### config.mk
export PLATFORM = sky130hd
export DESIGN_NAME = ped_crossing_ctrl
export DESIGN_NICKNAME = d
export VERILOG_FILES = /design/src/rtl/ped_pkg.sv /design/src/rtl/ped_crossing_ctrl_timer.sv /design/src/rtl/ped_crossing_ctrl.sv
export SDC_FILE = /design/constraint.sdc
export NUM_CORES = 1
export LEC_CHECK = 0
export CELL_PAD_IN_SITES_DETAIL_PLACEMENT = 1
export CELL_PAD_IN_SITES_GLOBAL_PLACEMENT = 1
export CORE_MARGIN = 2
export CORE_UTILIZATION = 35
export CTS_CLUSTER_DIAMETER = 30
export DETAILED_ROUTE_END_ITERATION = 10
export DONT_BUFFER_PORTS = 1
export GPL_TIMING_DRIVEN = 1
export PLACE_DENSITY_LB_ADDON = 0.1
export SYNTH_ARGS = -nofsm -noshare
export SYNTH_HDL_FRONTEND = slang
export SYNTH_HIERARCHICAL = 1
export SYNTH_SLANG_ARGS = --single-unit
### constraint.sdc
create_clock -name clk -period 7.18 [get_ports clk]
set_clock_uncertainty 0.1 [all_clocks]
set_input_delay 1.077 -clock clk [delete_from_list [all_inputs] [get_ports clk]]
set_output_delay 1.077 -clock clk [all_outputs]
set_load 0.01 [all_outputs]
### src/rtl/ped_pkg.sv
// Shared types and helpers for the pedestrian crossing controller.
// Contents: FSM state encoding, light bit positions, one-hot legality check.
package ped_pkg;

   localparam int unsigned LIGHTS_W   = 3;
   localparam int unsigned RED_BIT    = 2;
   localparam int unsigned YELLOW_BIT = 1;
   localparam int unsigned GREEN_BIT  = 0;

   typedef enum logic [2:0] {
      S_IDLE  = 3'd0,
      S_ARMED = 3'd1,
      S_WALK  = 3'd2,
      S_CLEAR = 3'd3,
      S_DONE  = 3'd4,
      S_FAULT = 3'd5
   } state_t;

   // True when exactly one of red/yellow/green is lit.
   function automatic logic is_one_hot(input logic [LIGHTS_W-1:0] l);
      logic [1:0] cnt;
      cnt = 2'(l[RED_BIT]) + 2'(l[YELLOW_BIT]) + 2'(l[GREEN_BIT]);
      return (cnt == 2'd1);
   endfunction

endpackage

### src/rtl/ped_crossing_ctrl_timer.sv
// Loadable down counter shared by the walk and clearance phases.
// Ports: clk, reset (async, active-high), load/load_val (reload),
//        count (current value, saturates at 0), last (count == 1).
module ped_phase_timer #(
   parameter int unsigned CNT_W = 4
) (
   input  logic             clk,
   input  logic             reset,
   input  logic             load,
   input  logic [CNT_W-1:0] load_val,
   output logic [CNT_W-1:0] count,
   output logic             last
);

   // Free-running decrement; a load always wins, zero is sticky until reload.
   always_ff @(posedge clk or posedge reset) begin
      if (reset) begin
         count <= '0;
      end else if (load) begin
         count <= load_val;
      end else if (count != '0) begin
         count <= count - CNT_W'(1);
      end
   end

   assign last = (count == CNT_W'(1));

endmodule

### src/rtl/ped_crossing_ctrl.sv
// Pedestrian crossing controller fed by the traffic light FSM.
// Latches a request, serves it inside a fresh red phase as a steady walk
// interval plus a flashing clearance with countdown, aborts if red ends
// early, and locks into a fail-safe don't-walk state on illegal light codes.
// Ports: clk, reset (async, active-high), lights[2:0] (R/Y/G), ped_btn;
//        walk, dont_walk, wait_lamp, countdown, abort (pulse), fault (sticky).
module ped_crossing_ctrl
   import ped_pkg::*;
#(
   parameter int unsigned WALK_CYCLES  = 8,
   parameter int unsigned FLASH_CYCLES = 6,
   parameter int unsigned CNT_W        = 4
) (
   input  logic                clk,
   input  logic                reset,
   input  logic [LIGHTS_W-1:0] lights,
   input  logic                ped_btn,
   output logic                walk,
   output logic                dont_walk,
   output logic                wait_lamp,
   output logic [CNT_W-1:0]    countdown,
   output logic                abort,
   output logic                fault
);

   state_t           state;
   logic             pending;
   logic             red_q;

   logic             legal_c;
   logic             abort_c;
   logic             normal_c;
   logic             red_rise_c;
   logic             pend_set_c;
   logic             tmr_load_c;
   logic [CNT_W-1:0] tmr_load_val_c;
   logic [CNT_W-1:0] tmr_count;
   logic             tmr_last;

   assign legal_c    = is_one_hot(lights);
   assign red_rise_c = lights[RED_BIT] & ~red_q;
   assign abort_c    = legal_c && !lights[RED_BIT] &&
                       ((state == S_WALK) || (state == S_CLEAR));
   assign normal_c   = legal_c && !abort_c && (state != S_FAULT);
   assign pend_set_c = pending | ped_btn;

   // Timer reloads on entry to WALK and on the WALK->CLEAR hand-off.
   assign tmr_load_c = normal_c &&
                       (((state == S_ARMED) && red_rise_c) ||
                        ((state == S_WALK)  && tmr_last));
   assign tmr_load_val_c = (state == S_ARMED) ? CNT_W'(WALK_CYCLES)
                                              : CNT_W'(FLASH_CYCLES);

   ped_phase_timer #(
      .CNT_W (CNT_W)
   ) u_timer (
      .clk      (clk),
      .reset    (reset),
      .load     (tmr_load_c),
      .load_val (tmr_load_val_c),
      .count    (tmr_count),
      .last     (tmr_last)
   );

   // Controller FSM with registered lamp outputs; fault > abort > normal.
   always_ff @(posedge clk or posedge reset) begin
      if (reset) begin
         state     <= S_IDLE;
         walk      <= 1'b0;
         dont_walk <= 1'b1;
         wait_lamp <= 1'b0;
         countdown <= '0;
         abort     <= 1'b0;
         fault     <= 1'b0;
         pending   <= 1'b0;
         red_q     <= 1'b0;
      end else begin
         red_q <= lights[RED_BIT];
         abort <= 1'b0;
         if (state == S_FAULT) begin
            state <= S_FAULT;
         end else if (!legal_c) begin
            state     <= S_FAULT;
            fault     <= 1'b1;
            walk      <= 1'b0;
            dont_walk <= 1'b1;
            wait_lamp <= 1'b0;
            pending   <= 1'b0;
            countdown <= '0;
         end else if (abort_c) begin
            // Interrupted service stays owed; re-arm for the next red rise.
            state     <= S_ARMED;
            pending   <= 1'b1;
            wait_lamp <= 1'b1;
            walk      <= 1'b0;
            dont_walk <= 1'b1;
            countdown <= '0;
            abort     <= 1'b1;
         end else begin
            pending   <= pend_set_c;
            wait_lamp <= pend_set_c;
            case (state)
               S_IDLE: begin
                  walk      <= 1'b0;
                  dont_walk <= 1'b1;
                  if (pend_set_c) state <= S_ARMED;
               end
               S_ARMED: begin
                  // Only a fresh red edge starts service, never red already on.
                  if (red_rise_c) begin
                     state     <= S_WALK;
                     pending   <= 1'b0;
                     wait_lamp <= 1'b0;
                     walk      <= 1'b1;
                     dont_walk <= 1'b0;
                  end
               end
               S_WALK: begin
                  if (tmr_last) begin
                     state     <= S_CLEAR;
                     walk      <= 1'b0;
                     dont_walk <= 1'b1;
                     countdown <= CNT_W'(FLASH_CYCLES);
                  end
               end
               S_CLEAR: begin
                  if (tmr_last) begin
                     state     <= S_DONE;
                     dont_walk <= 1'b1;
                     countdown <= '0;
                  end else begin
                     dont_walk <= ~dont_walk;
                     countdown <= tmr_count - CNT_W'(1);
                  end
               end
               S_DONE: begin
                  dont_walk <= 1'b1;
                  if (!lights[RED_BIT]) state <= S_IDLE;
               end
               S_FAULT: begin
                  state <= S_FAULT;
               end
               default: begin
                  state     <= S_FAULT;
                  fault     <= 1'b1;
                  walk      <= 1'b0;
                  dont_walk <= 1'b1;
                  wait_lamp <= 1'b0;
                  pending   <= 1'b0;
                  countdown <= '0;
               end
            endcase
         end
      end
   end

endmodule

==> flow_summary.ini, run 1 <==
[pwr]
cellLeakagePower_nw = 0.516
switchingPower_w = 0.000111
cellPowerDensity_nw_per_um2 = 251
seq_power_share_pct = 48.3
p_comb_share_pct = 34.3
p_int_w = 0.000189
irDropWorstVdd_uv = 114
clkPwrFrac_pct = 17.4
switching_share_pct = 37.1

[synth]
netlist.area_leader.share_pct = 34.4
syn_area_per_cell_um2 = 9.32
synthFlopType = dfrtp_1
synth_edf_count = 0
syn_nets = 136
synth_warnings = 6
synthCells = 125
ys_ff_latch = 17
syn-cell-area_um2 = 1160
synth-async-reset-ratio_pct = 100
synth_cell_types = 44
netlist_top_cells_area = dfrtp_1, inv_1, ha_1, nand2_1, o21ai_0
synth_top_area_cell = dfrtp_1
ys_seq_area_share_pct = 36.6

[finish]
largestRegisters = countdown x4, u_timer/count x4, state x3
fin_area_um2 = 1200
diodes = 0
final_nets = 133
drive_above_1_share_pct = 11.6
layout.cells.non_filler = 165
fillers = 391
syn2layout_area_growth_pct = 2.79
final_util_pct = 38.6

[detailed_routing]
vias_per_cell = 5.12
dr.pass1.iters = 3
wl_per_cell_um = 15.2
detail-route-antenna-nets = 0
drc = 0
wirelength_um = 2500
initialDrtViolationCount = 27
vias = 844

[timing]
worst_slew_margin_rel_pct = 47.6
rsz0062_at_grt = no
drv_slew = 0
final-hold-violation-count = 0
clock.fmax_ghz = 0.338
fin_crit_ns = 2.96
setup_viol = 0
setup_tns_ns = 0
tightest_slew_ns = 0.784
post-route-period-util_pct = 41.2

[critical_path]
crit_slowest_cell = nor3b_1
arrival_ns = 3.06
cp_cell_sequence = inv_1 > ha_1 > nor3b_1 > and3b_4 > a2111oi_4 > o2111a_1 > a21oi_1 > a22o_1
startpoint_type = register
end_kind = register
required_ns = 7.27
worstPathMaxFanout = 8
path_class = register to register
slowest_delay_ns = 0.65

[place]
place_congestion = 0.761
port_buffers = 0
placed_cell_area_um2 = 1170
hpwl_um = 1940
placed_cells = 161

[grt]
antenna_found_initial = 0
track_usage_pct = 16.0
grt_pass1_vias = 914
grt-ovfl-total = 0
grt_max_degree = 20
grt_pass1_wl_um = 4340

[clock_network]
hold_buffers = 0
cts_buffers = 3
clkTransAtPathRegs_ns = 0.10
clock_path_buffers = 2
post_cts_buffers = 0
h-tree-depth = 1
cts_tree = yes
insertion_delay_ns = 0.30
root_buffer = clkbuf_4
post_cts_resized = 0
cts_sinks = 17

[die]
die_w_um = 61.7
die_area_um2 = 3810
floorplan.rows = 20
coreArea_um2 = 3100
die_h_um = 61.7
start_util_pct = 37.5
ioPinCount = 15

[outcome]
status = finished clean

[worst_hold_path]
holdCritPathClass = input pin to async pin

[run]
cap_violations = 0
cell type report:
cell class	instances	area, um^2	area share [%]
Clock buffer	4	26.3	2.19
Inverter	15	56.3	4.70
Multi-Input combinational cell	85	633	52.9
Sequential cell	17	427	35.6
Tap cell	44	55.1	4.60
layer usage:
layer / GRT usage, % / wire (um) / vias up
li1: - / - / 415
met1: 20.6 / 1160 / 410
met2: 25.6 / 1180 / 13
met3: 3.52 / 77 / 6
met4: 7.90 / 76 / 0
met5: 0 / 0 / -
cell families after synthesis:
family / after synthesis / share of synthesized area [%]
buf+inv: 23 / 9.02
mux: 2 / 1.72
other cells: 1 / 0.322
simple gates: 40 / 21.6
fa+ha+maj: 5 / 6.02
compound gates: 32 / 20.9
flops: 17 / 36.6
xor+xnor: 5 / 3.76
worst paths after layout:
path | cells after the start | slack (ns) | from | endpoint
worst min register to register | 1 | 0.45 | fault | fault
min in group clk | 1 | 0.45 | fault | fault
worst min-delay path | 1 | 0.43 | reset | u_timer/count[0]
worst max register to register | 8 | 4.22 | u_timer/count[1] | u_timer/count[1]
max in group asynchronous | 1 | 6.01 | reset | fault
worst max-delay path | 8 | 4.22 | u_timer/count[1] | u_timer/count[1]
critical path, delay by kind of cell, from the launching register on:
kind                       cells  cell delay [ns]
AOI/OAI and AO/OA              4             1.06
adders and majority gates      1             0.16
buffers and inverters          1             0.14
DFF                            1             0.44
and+or+nand+nor                2             0.96
Yosys cell counts (2+ instances only):
cell type / n
a211o_1: 2
a21oi_1: 4
buf_2: 3
buf_6: 2
clkbuf_1: 3
dfrtp_1: 16
ha_1: 4
inv_1: 15
mux2i_1: 2
nand2_1: 13
nand2b_1: 3
nand3_1: 4
nor2_1: 6
nor3b_1: 4
o21ai_0: 9
o2bb2ai_1: 2
o31ai_1: 2
xnor2_1: 5
stage by stage:
| stage | total power (W) | setup slack (ns) | hold WS (ns) |
|---|---|---|---|
| after floorplan | 0.000228 | 4.23 | 0.410 |
| after global placement | 0.000250 | 4.24 | 0.435 |
| after detailed placement | 0.000254 | 4.18 | 0.441 |
| after CTS | 0.000307 | 4.19 | 0.430 |
| after global routing | 0.000332 | 4.02 | 0.427 |
| final | 0.000300 | 4.22 | 0.435 |
cells in the final DEF (no fill, tap or decap), types with 2 or more instances in the layout:
master and count:
nor2_1 6, o31ai_1 2, a211o_1 2, nand2_1 13, a21oi_1 4, xnor2_1 5, dfrtp_1 16, ha_1 4
o2bb2ai_1 2, mux2i_1 2, clkbuf_4 3, nor3b_1 4, nand3_1 4, inv_1 15, nand2b_1 3, o21ai_0 9
power by group through the flow:
stage	clock, W	sequential, W	combinational (W)
final	0.0000523	0.000145	0.000103
after global routing	0.0000597	0.000149	0.000123
after CTS	0.0000551	0.000146	0.000106
after detailed placement	0	0.000147	0.000107
after global placement	0	0.000149	0.000101
after floorplan	0	0.000140	0.0000874
(Power assumes the default switching activity.)
==> run 2, diff against run 1 <==
clock period = 2.75 ns   (was 7.18 ns; I/O delays follow)
==> flow_summary.ini, run 2 (synthesized netlist as in run 1, its figures left out) <==
[outcome]
status = finished clean

[grt]
grt_max_degree = 20
grt_pass1_wl_um = 4370
antenna_found_initial = 0
track_usage_pct = 15.9
grt_pass1_vias = 909
grt-ovfl-total = 0

[critical_path]
worstPathMaxFanout = 8
arrival_ns = 2.56
end_kind = register
required_ns = 2.84
startpoint_type = register
path_class = register to register

[finish]
largestRegisters = countdown x4, u_timer/count x4, state x3
final_common_cell = dfrtp_1
diodes = 0
final_cell_mix = dfrtp_1, inv_1, nand2_1
syn2layout_area_growth_pct = 6.34
drive_above_1_share_pct = 15.1
final_nets = 138

[clock_network]
root_buffer = clkbuf_4
clock_path_buffers = 2
h-tree-depth = 1
cts_buffers = 3
cts_sinks = 17
insertion_delay_ns = 0.29
clkTransAtPathRegs_ns = 0.10
post_cts_resized = 0
cts_tree = yes

[pwr]
p_comb_share_pct = 35.4
cellLeakagePower_nw = 0.543
finalPower_w = 0.000795
irDropWorstVdd_uv = 317
p_int_w = 0.000499
clkPwrFrac_pct = 17.1
switchingPower_w = 0.000296
seq_power_share_pct = 47.5
switching_share_pct = 37.2
cellPowerDensity_nw_per_um2 = 642

[timing]
setup_viol = 0
worst_slew_margin_rel_pct = 52.7
setup_tns_ns = 0
fin_ws_ns = 0.279
fin_crit_ns = 2.47
clock.fmax_ghz = 0.405
rsz0062_at_grt = no
post-route-period-util_pct = 89.9
drv_slew = 0
tightest_slew_ns = 0.710
final-hold-violation-count = 0

[die]
die_h_um = 61.7
die_w_um = 61.7
die_area_um2 = 3810
ioPinCount = 15
floorplan.rows = 20
start_util_pct = 37.5
coreArea_um2 = 3100

[place]
post-place-ws_ns = 0.271
hpwl_um = 1980
place_congestion = 0.776
port_buffers = 0

[detailed_routing]
drc = 0
vias_per_cell = 5.13
dr.pass1.iters = 3
initialDrtViolationCount = 14
wl_per_cell_um = 15.2
met2_length_um = 1290
detail-route-antenna-nets = 0
wl_met1_um = 1190
wirelength_um = 2580
routed.top_layer = met4
vias = 872
route.met3.wl_um = 66

[run]
cap_violations = 0

[worst_hold_path]
holdCritPathClass = input pin to register
==> run 2: cell count changes in the layout (fill, tap and decap cells not counted) <==
cell,before,now
clkbuf_1,1,0
buf_4,0,4
clkinv_2,0,1
dlygate4sd3_1,0,1
==> run 2: per-layer routing <==
metal | vias to the layer above | GRT usage (%)
met5 | - | 0
li1 | 426 | -
met4 | 0 | 5.47
met2 | 11 | 26.9
met1 | 431 | 20.4
met3 | 4 | 2.90
==> run 2: per-stage QoR <==
step                      instances  util, %  instance area [um^2]  hold WS [ns]
after floorplan                 125        -                  1160        0.0786
after global placement          165     38.7                  1200         0.103
after detailed placement        165     38.7                  1200         0.107
after CTS                       170     39.9                  1240        0.0187
after global routing            170     39.9                  1240       0.00510
final                           170     39.9                  1240        0.0354
==> run 2: cell type report <==
cell class              instances  area (um^2)
inverters                      15         56.3
clock buffers                   3         22.5
flip-flops and latches         17          427
well taps                      44         55.1
multi-input cells              85          633
repair buffers                  5         40.0
fillers                       391         1860
clock inverters                 1         5.00
==> run 2: worst max-delay path, stage by stage, from the launching register on <==
cell and delay (ns):
dfrtp_1 0.43, inv_1 0.13, ha_1 0.15, nor3b_1 0.17
buf_4 0.16, and3b_4 0.21, a2111oi_4 0.34, o2111a_1 0.40
a21oi_1 0.07, a22o_1 0.20
==> run 2: power by group through the flow <==
stage                     clock, W  combinational (W)  sequential [W]
after floorplan                  0           0.000228        0.000366
after global placement           0           0.000276        0.000381
after detailed placement         0           0.000287        0.000383
after CTS                 0.000147           0.000290        0.000379
after global routing      0.000160           0.000329        0.000388
final                     0.000136           0.000282        0.000377
==> run 2: repair_timing <==
action                                 CTS  global route
endpoints found under the hold margin   16             0
hold buffers                             1             0
setup buffers                            0             0
==> run 2: final timing paths <==
kind	from	endpoint	slack [ns]	cells past startpoint
setup / recovery	u_timer/count[1]	u_timer/count[1]	0.28	9
hold / removal	lights[2]	red_q	0.04	0
setup reg to reg	u_timer/count[1]	u_timer/count[1]	0.28	9
hold reg to reg	fault	fault	0.45	1
max in group asynchronous	reset	dont_walk	1.66	2
min in group asynchronous	reset	u_timer/count[2]	0.36	2
